<file path="src/rtl/kogge_stone_adder16.sv">
// kogge_stone_adder16: registered 16-bit Kogge-Stone adder, sum = a + b + c_in.
// Four prefix levels (span 1, 2, 4, 8) with c_in folded into bit 0 generate.
// Optional build macro KSA_PIPE_EN: adds a register stage after prefix level 2
// (latency 2 instead of 1); results are identical in both builds.
module kogge_stone_adder16 (
  input  logic        clk,
  input  logic        rst,
  input  logic        in_valid,
  input  logic [15:0] a,
  input  logic [15:0] b,
  input  logic        c_in,
  output logic [15:0] sum,
  output logic        c_out,
  output logic        out_valid
);

  localparam int unsigned W = 16;

  // Bit-level generate/propagate; p vectors are kept only where a later level reads them.
  logic [W-1:0] g0, p0;
  logic [W-1:0] g1, g2, g3, g4;
  logic [W-1:2] p1;
  logic [W-1:4] p2;
  logic [W-1:8] p3;

  // Values crossing the optional pipeline boundary after level 2.
  logic [W-1:0] gs;
  logic [W-1:4] ps;
  logic [W-1:0] p_s;
  logic         cin_s;
  logic         vld_s;

  logic [W-1:0] sum_d, sum_q;
  logic         c_out_d, c_out_q;
  logic         out_valid_q;

  assign p0 = a ^ b;
  assign g0 = (a & b) | {{(W-1){1'b0}}, p0[0] & c_in};

  // Prefix levels 1 and 2 (span 1 and 2).
  for (genvar i = 0; i < W; i++) begin : g_lvl12
    if (i >= 1) begin : g_l1_comb
      assign g1[i] = g0[i] | (p0[i] & g0[i-1]);
    end else begin : g_l1_pass
      assign g1[i] = g0[i];
    end
    if (i >= 2) begin : g_l1_p
      assign p1[i] = p0[i] & p0[i-1];
      assign g2[i] = g1[i] | (p1[i] & g1[i-2]);
    end else begin : g_l2_pass
      assign g2[i] = g1[i];
    end
    if (i >= 4) begin : g_l2_p
      assign p2[i] = p1[i] & p1[i-2];
    end
  end

`ifdef KSA_PIPE_EN
  logic [W-1:0] g2_q;
  logic [W-1:4] p2_q;
  logic [W-1:0] p_q;
  logic         cin_q;
  logic         vld_q;

  // Mid-network register stage holding level-2 (G,P), raw p, c_in and valid.
  always_ff @(posedge clk or posedge rst) begin
    if (rst) begin
      g2_q  <= '0;
      p2_q  <= '0;
      p_q   <= '0;
      cin_q <= 1'b0;
      vld_q <= 1'b0;
    end else begin
      g2_q  <= g2;
      p2_q  <= p2;
      p_q   <= p0;
      cin_q <= c_in;
      vld_q <= in_valid;
    end
  end

  assign gs    = g2_q;
  assign ps    = p2_q;
  assign p_s   = p_q;
  assign cin_s = cin_q;
  assign vld_s = vld_q;
`else
  assign gs    = g2;
  assign ps    = p2;
  assign p_s   = p0;
  assign cin_s = c_in;
  assign vld_s = in_valid;
`endif

  // Prefix levels 3 and 4 (span 4 and 8); level 4 needs only G.
  for (genvar i = 0; i < W; i++) begin : g_lvl34
    if (i >= 4) begin : g_l3_comb
      assign g3[i] = gs[i] | (ps[i] & gs[i-4]);
    end else begin : g_l3_pass
      assign g3[i] = gs[i];
    end
    if (i >= 8) begin : g_l4_comb
      assign p3[i] = ps[i] & ps[i-4];
      assign g4[i] = g3[i] | (p3[i] & g3[i-8]);
    end else begin : g_l4_pass
      assign g4[i] = g3[i];
    end
  end

  // Sum bit i uses the carry out of bit i-1; bit 0 uses c_in directly.
  assign sum_d   = p_s ^ {g4[W-2:0], cin_s};
  assign c_out_d = g4[W-1];

  // Output register; loads every cycle, valid travels alongside.
  always_ff @(posedge clk or posedge rst) begin
    if (rst) begin
      sum_q       <= '0;
      c_out_q     <= 1'b0;
      out_valid_q <= 1'b0;
    end else begin
      sum_q       <= sum_d;
      c_out_q     <= c_out_d;
      out_valid_q <= vld_s;
    end
  end

  assign sum       = sum_q;
  assign c_out     = c_out_q;
  assign out_valid = out_valid_q;

endmodule

</file>
<file path="config.mk">
export PLATFORM = sky130hd
export DESIGN_NAME = kogge_stone_adder16
export DESIGN_NICKNAME = d
export VERILOG_FILES = /design/src/rtl/kogge_stone_adder16.sv
export SDC_FILE = /design/constraint.sdc
export NUM_CORES = 1
export LEC_CHECK = 0
export BUFFER_PORTS_ARGS = -buffer_cell sky130_fd_sc_hd__buf_4
export CORE_ASPECT_RATIO = 1.1
export CORE_MARGIN = 3
export CORE_UTILIZATION = 49
export CTS_BUF_LIST = sky130_fd_sc_hd__clkbuf_2 sky130_fd_sc_hd__clkbuf_4 sky130_fd_sc_hd__clkbuf_8
export CTS_CLUSTER_SIZE = 16
export DETAILED_ROUTE_END_ITERATION = 12
export PLACE_DENSITY = 0.79
export RECOVER_POWER = 50
export REMOVE_ABC_BUFFERS = 1
export SLEW_MARGIN = 20
export SYNTH_ARGS = -nofsm -noshare
export SYNTH_HDL_FRONTEND = slang
export SYNTH_SLANG_ARGS = --single-unit
</file>
<file path="constraint.sdc">
create_clock -name clk -period 0.8 [get_ports clk]
set_clock_uncertainty 0.05 [all_clocks]
set_input_delay 0.2 -clock clk [delete_from_list [all_inputs] [get_ports clk]]
set_output_delay 0.2 -clock clk [all_outputs]
set_load 0.03 [all_outputs]
</file>
# After elaboration in Yosys (flattened, before gate mapping)
# Cells that the tools add are included.
# Widths: inputs -> output; s select.
# word_totals
ff_bits	18
latchBits	0
ramBits	0
rom_bits	0
in_bits	36
out_inout_bits	18
wordCells	140
mem_count	0
# classes
addsub	0
n_mul	0
div	0
n_lt_le_gt_ge	0
n_eq_ne	0
shifts	0
mux	0
bitwise_logic	137
n_reduce_logical	0
# op_table
op	n
$and 1x1->1	84
$or 1x1->1	49
$xor 16x16->16	2
$and 16x16->16	1
$or 16x1->16	1

# Logic depth before layout (Yosys ltp)
# logic_depth
word_depth	11
ltp_mapped	8
depth_no_buf	8

# Worst setup path after synthesis
# Ideal clock, no wire load.
# synth_timing
path_kind	input to register
start	input port a[0]
end	register sum_q[10], in the netlist sum[10]
setup_time_ns	0.080
arrival_ns	1.742
t_required_ns	0.670
path_slack_ns	-1.072
path_stages	8
path_buffers	0
cell_sequence	fa_1 > inv_1 > fa_1 > nor2b_4 > o211ai_2 > a311oi_1 > o41ai_1 > xnor2_1
# synth_via
elab_chain_cells	8
elab_cells_between_ends	9
classes_between	bitwise: 9
# synth_rtl
item	line	text
from (decl)	9	input logic [15:0] a,
$xor 16x16->16	37	assign p0 = a ^ b;
$and 1x1->1	38	assign g0 = (a & b) | {{(W-1){1'b0}}, p0[0] & c_in};
$or 16x1->16 *	38	
$and 1x1->1 *	43	assign g1[i] = g0[i] | (p0[i] & g0[i-1]);
$or 1x1->1 *	43	
$and 1x1->1 *	104	assign g4[i] = g3[i] | (p3[i] & g3[i-8]);
$or 1x1->1 *	104	
$xor 16x16->16 *	111	assign sum_d = p_s ^ {g4[W-2:0], cin_s};
named net sum_d[10]	33	logic [W-1:0] sum_d, sum_q;
to (signal assigned)	121	sum_q <= sum_d;
to (decl)	33	
# Mark *: on every way through the listed nets, which the timed path passes. The rest lies on a longest branch.

# Worst setup path in the final report
# layout_timing
start	input port c_in
end	register sum_q[14], in the netlist sum[14]
# layout_via
elab_chain_cells	9
# layout_rtl
item	line	text
from (decl)	11	input logic c_in,
$and 1x1->1	38	
$or 16x1->16	38	
$and 1x1->1	43	
$or 1x1->1	43	
$and 1x1->1	98	assign g3[i] = gs[i] | (ps[i] & gs[i-4]);
$or 1x1->1	98	
$and 1x1->1	104	
$or 1x1->1	104	
$xor 16x16->16	111	
named net sum_d[14]	33	
# The timed path passes the listed nets, and every way through them passes these cells.

==> impl_metrics.tcl <==
set metrics [dict create \
    min-delay-start "b[0]" \
    root_buffer "clkbuf_4" \
    ys_dominant_reg_cell "dfrtp_1" \
    worstSetupPathType "primary input to flip-flop" \
    grt_pass1_wl_um 7540 \
    status "finished, violations left" \
    fin_nets 272 \
    yosys-mux-area-fraction_pct 0 \
    grt_remaining_overflow 0 \
    rows 18 \
    fin_ws_ps -992 \
    synth_edf_count 0 \
    synthXorXnorAreaFrac_pct 9.16 \
    routed-via-count 1580 \
    path_clk_slew_ps 110 \
    yosys_warnings 0 \
    drtAntennaViolNets 0 \
    synth_common_cells "dfrtp_1 (18), ha_1 (15), a21oi_1 (12)" \
    powerDensity_nw_per_um2 1770 \
    hp-class "primary input to flip-flop" \
    min_path_cells 2 \
    dp_cells 237 \
    synth_top_family_by_area "compound AO/OA/AOI/OAI gates" \
    core_um2 2320 \
    grt_start_max_net_pins 13 \
    die_w_um 54.0 \
    port_buffers 53 \
    synthAdderAreaFrac_pct 18.3 \
    ys_ff_latch 18 \
    synth_area_leader_cell "dfrtp_1" \
    antenna_found_initial 0 \
    cts_max_level 1 \
    p_total_mw 3.86 \
    yosysUniqueCellTypes 29 \
    fin_crit_sh_pct 224 \
    finalSetupViolations 34 \
    die_h_um 58.8 \
    dp.final_hpwl_um 2750 \
    hold_violations 0 \
    synth_compound_area_share_pct 23.4 \
    worst_pin_slew_ps 574 \
    maxCapViolations 0 \
    slew_violations 0 \
    drt-pass1-iter-count 4 \
    worstPathArrival_ps 1960 \
    violations "negative setup slack" \
    fin_util_pct 94.2 \
    seq_area_frac_synth_pct 36.3 \
    min_to "sum[0]" \
    cts_tree "yes" \
    place.gp.congestion 0.798 \
    cts_sinks 18 \
    critical_path.max_stage_delay_ps 410 \
    period_needed_ps 1790 \
    async_reset_ff_share_pct 100 \
    fillers 73 \
    synthTopCellsByArea "dfrtp_1 (36%), ha_1 (15%), xnor2_1 (5.6%), a21oi_1 (4.8%), o21ai_0 (3.6%)" \
    drt_iter0_drc 89 \
    multi_input_area_um2 865 \
    leakage_nw 1.06 \
    first_global_vias 1477 \
    post_drt_wl_per_cell_um 23.4 \
    drcViolationCount 0 \
    seq_area_um2 450 \
    peakVddDrop_mv 1.56 \
    crit_chain "buf_6 -> fa_2 -> inv_2 -> fa_2 -> nor2b_4 -> o211ai_2 -> buf_4 -> a31oi_4 -> a21oi_2 -> xnor2_1" \
    synth.most_common_cell "dfrtp_1" \
    yosys.area.top_type_share_pct 36.3 \
    start_util_pct 53.6 \
    drive_gt1_share_pct 54.4 \
    wl_um 5770 \
    cp_common_cell "fa_2" \
    slowest_stage "fa_2" \
    end_kind "flip-flop" \
    startpoint "c_in" \
    dieArea_um2 3180 \
    ios 54 \
    drt-vias-per-instance 6.40 \
    syn_area_um2 1240 \
    finalNonFillerCells 247 \
    rsz0062_at_grt "true" \
    clockBufferDepth 2 \
    track_usage_pct 34.2 \
    syn_avg_cell_area_um2 9.86 \
    cts_buffers 3 \
    crit_required_ps 970 \
    syn_inst 126 \
    cp-start-kind "primary input" \
    n_antenna_cell 0 \
    slew_headroom_pct 61.3 \
    fmax_mhz 558 \
    yosys.area_share.simple_pct 9.06 \
    area_growth_pct 75.8 \
    cp_max_fo 3 \
]
report_power, final:
part	internal [mW]	switching (mW)	total (mW)
registers	1.09	0.101	1.19
logic	1.00	1.19	2.19
clock network	0.176	0.299	0.476
final cells by class:
class / count / share of cell area (%)
Clock buffer: 3 / 1.03
Inverter: 9 / 1.55
Tap cell: 30 / 1.72
Timing Repair Buffer: 91 / 35.5
Sequential cell: 18 / 20.6
Multi-Input combinational cell: 96 / 39.6
state kept, by name, indices dropped and copies added (netlist names):
name / cells
sum: 16
c_out: 1
out_valid: 1
logic make-up after synthesis:
| logic type | count (synthesis) |
|---|---|
| AOI/OAI and AO/OA | 42 |
| xor gates and xnor gates | 13 |
| adders and majority gates | 17 |
| buffers and inverters | 12 |
| DFF | 18 |
| and+or+nand+nor | 24 |
cell usage in the layout (no fill, tap or decap), types with 2 or more instances in the layout:
master,instances
buf_4,63
buf_6,24
dfrtp_1,18
ha_1,14
o21ai_0,8
nand2_1,8
inv_1,7
a21oi_1,7
xnor2_1,7
nor2_1,6
a21oi_2,5
xor2_1,5
clkbuf_4,4
a21o_1,3
a31oi_1,3
o21bai_1,3
inv_2,2
a31oi_4,2
nor3_1,2
nand4_1,2
o21ai_2,2
fa_2,2
dlygate4sd3_1,2
what timing repair did:
action	in CTS	in global routing
endpoints found under the hold margin	19	0
hold buffers	2	0
gates resized for setup	35	14
setup buffers	4	2
pin swaps	18	13
setup endpoints to repair	34	34
layer usage:
layer	global-route usage, %	vias to the layer above	part of all wire, %
met2	54.3	172	46
met4	18.1	0	7.8
met5	0	-	0
li1	-	633	-
met3	6.84	52	10
met1	43.3	723	35
worst max-delay path, delay by kind of cell:
kind	cells	cell delay [ps]
compound gates	3	550
xor+xnor	1	170
fa+ha+maj	2	630
buf+inv	3	340
simple gates	1	50
stage by stage:
stage	cell area, µm²	TNS [ps]	worst slack, ps	hold WS (ps)
5_1_grt	2180	-18480	-1050	129
6_report	2180	-17590	-992	131
3_5_place_dp	1900	-16870	-1310	146
3_3_place_gp	1900	-16360	-1200	136
4_1_cts	2110	-15920	-909	165
2_1_floorplan	1230	-12500	-1070	88.6
worst max path at each step:
| stage | cells after the start | endpoint | slack [ps] |
|---|---|---|---|
| 6_report | 10 | sum[14] | -990 |
| 5_1_grt | 7 | sum[15] | -1050 |
| 4_1_cts | 9 | sum[10] | -910 |
| 3_5_place_dp | 9 | sum[10] | -1310 |
| 3_3_place_gp | 9 | sum[10] | -1200 |
| 2_1_floorplan | 8 | sum[10] | -1070 |
No activity file was read; power rests on OpenSTA's default activity.
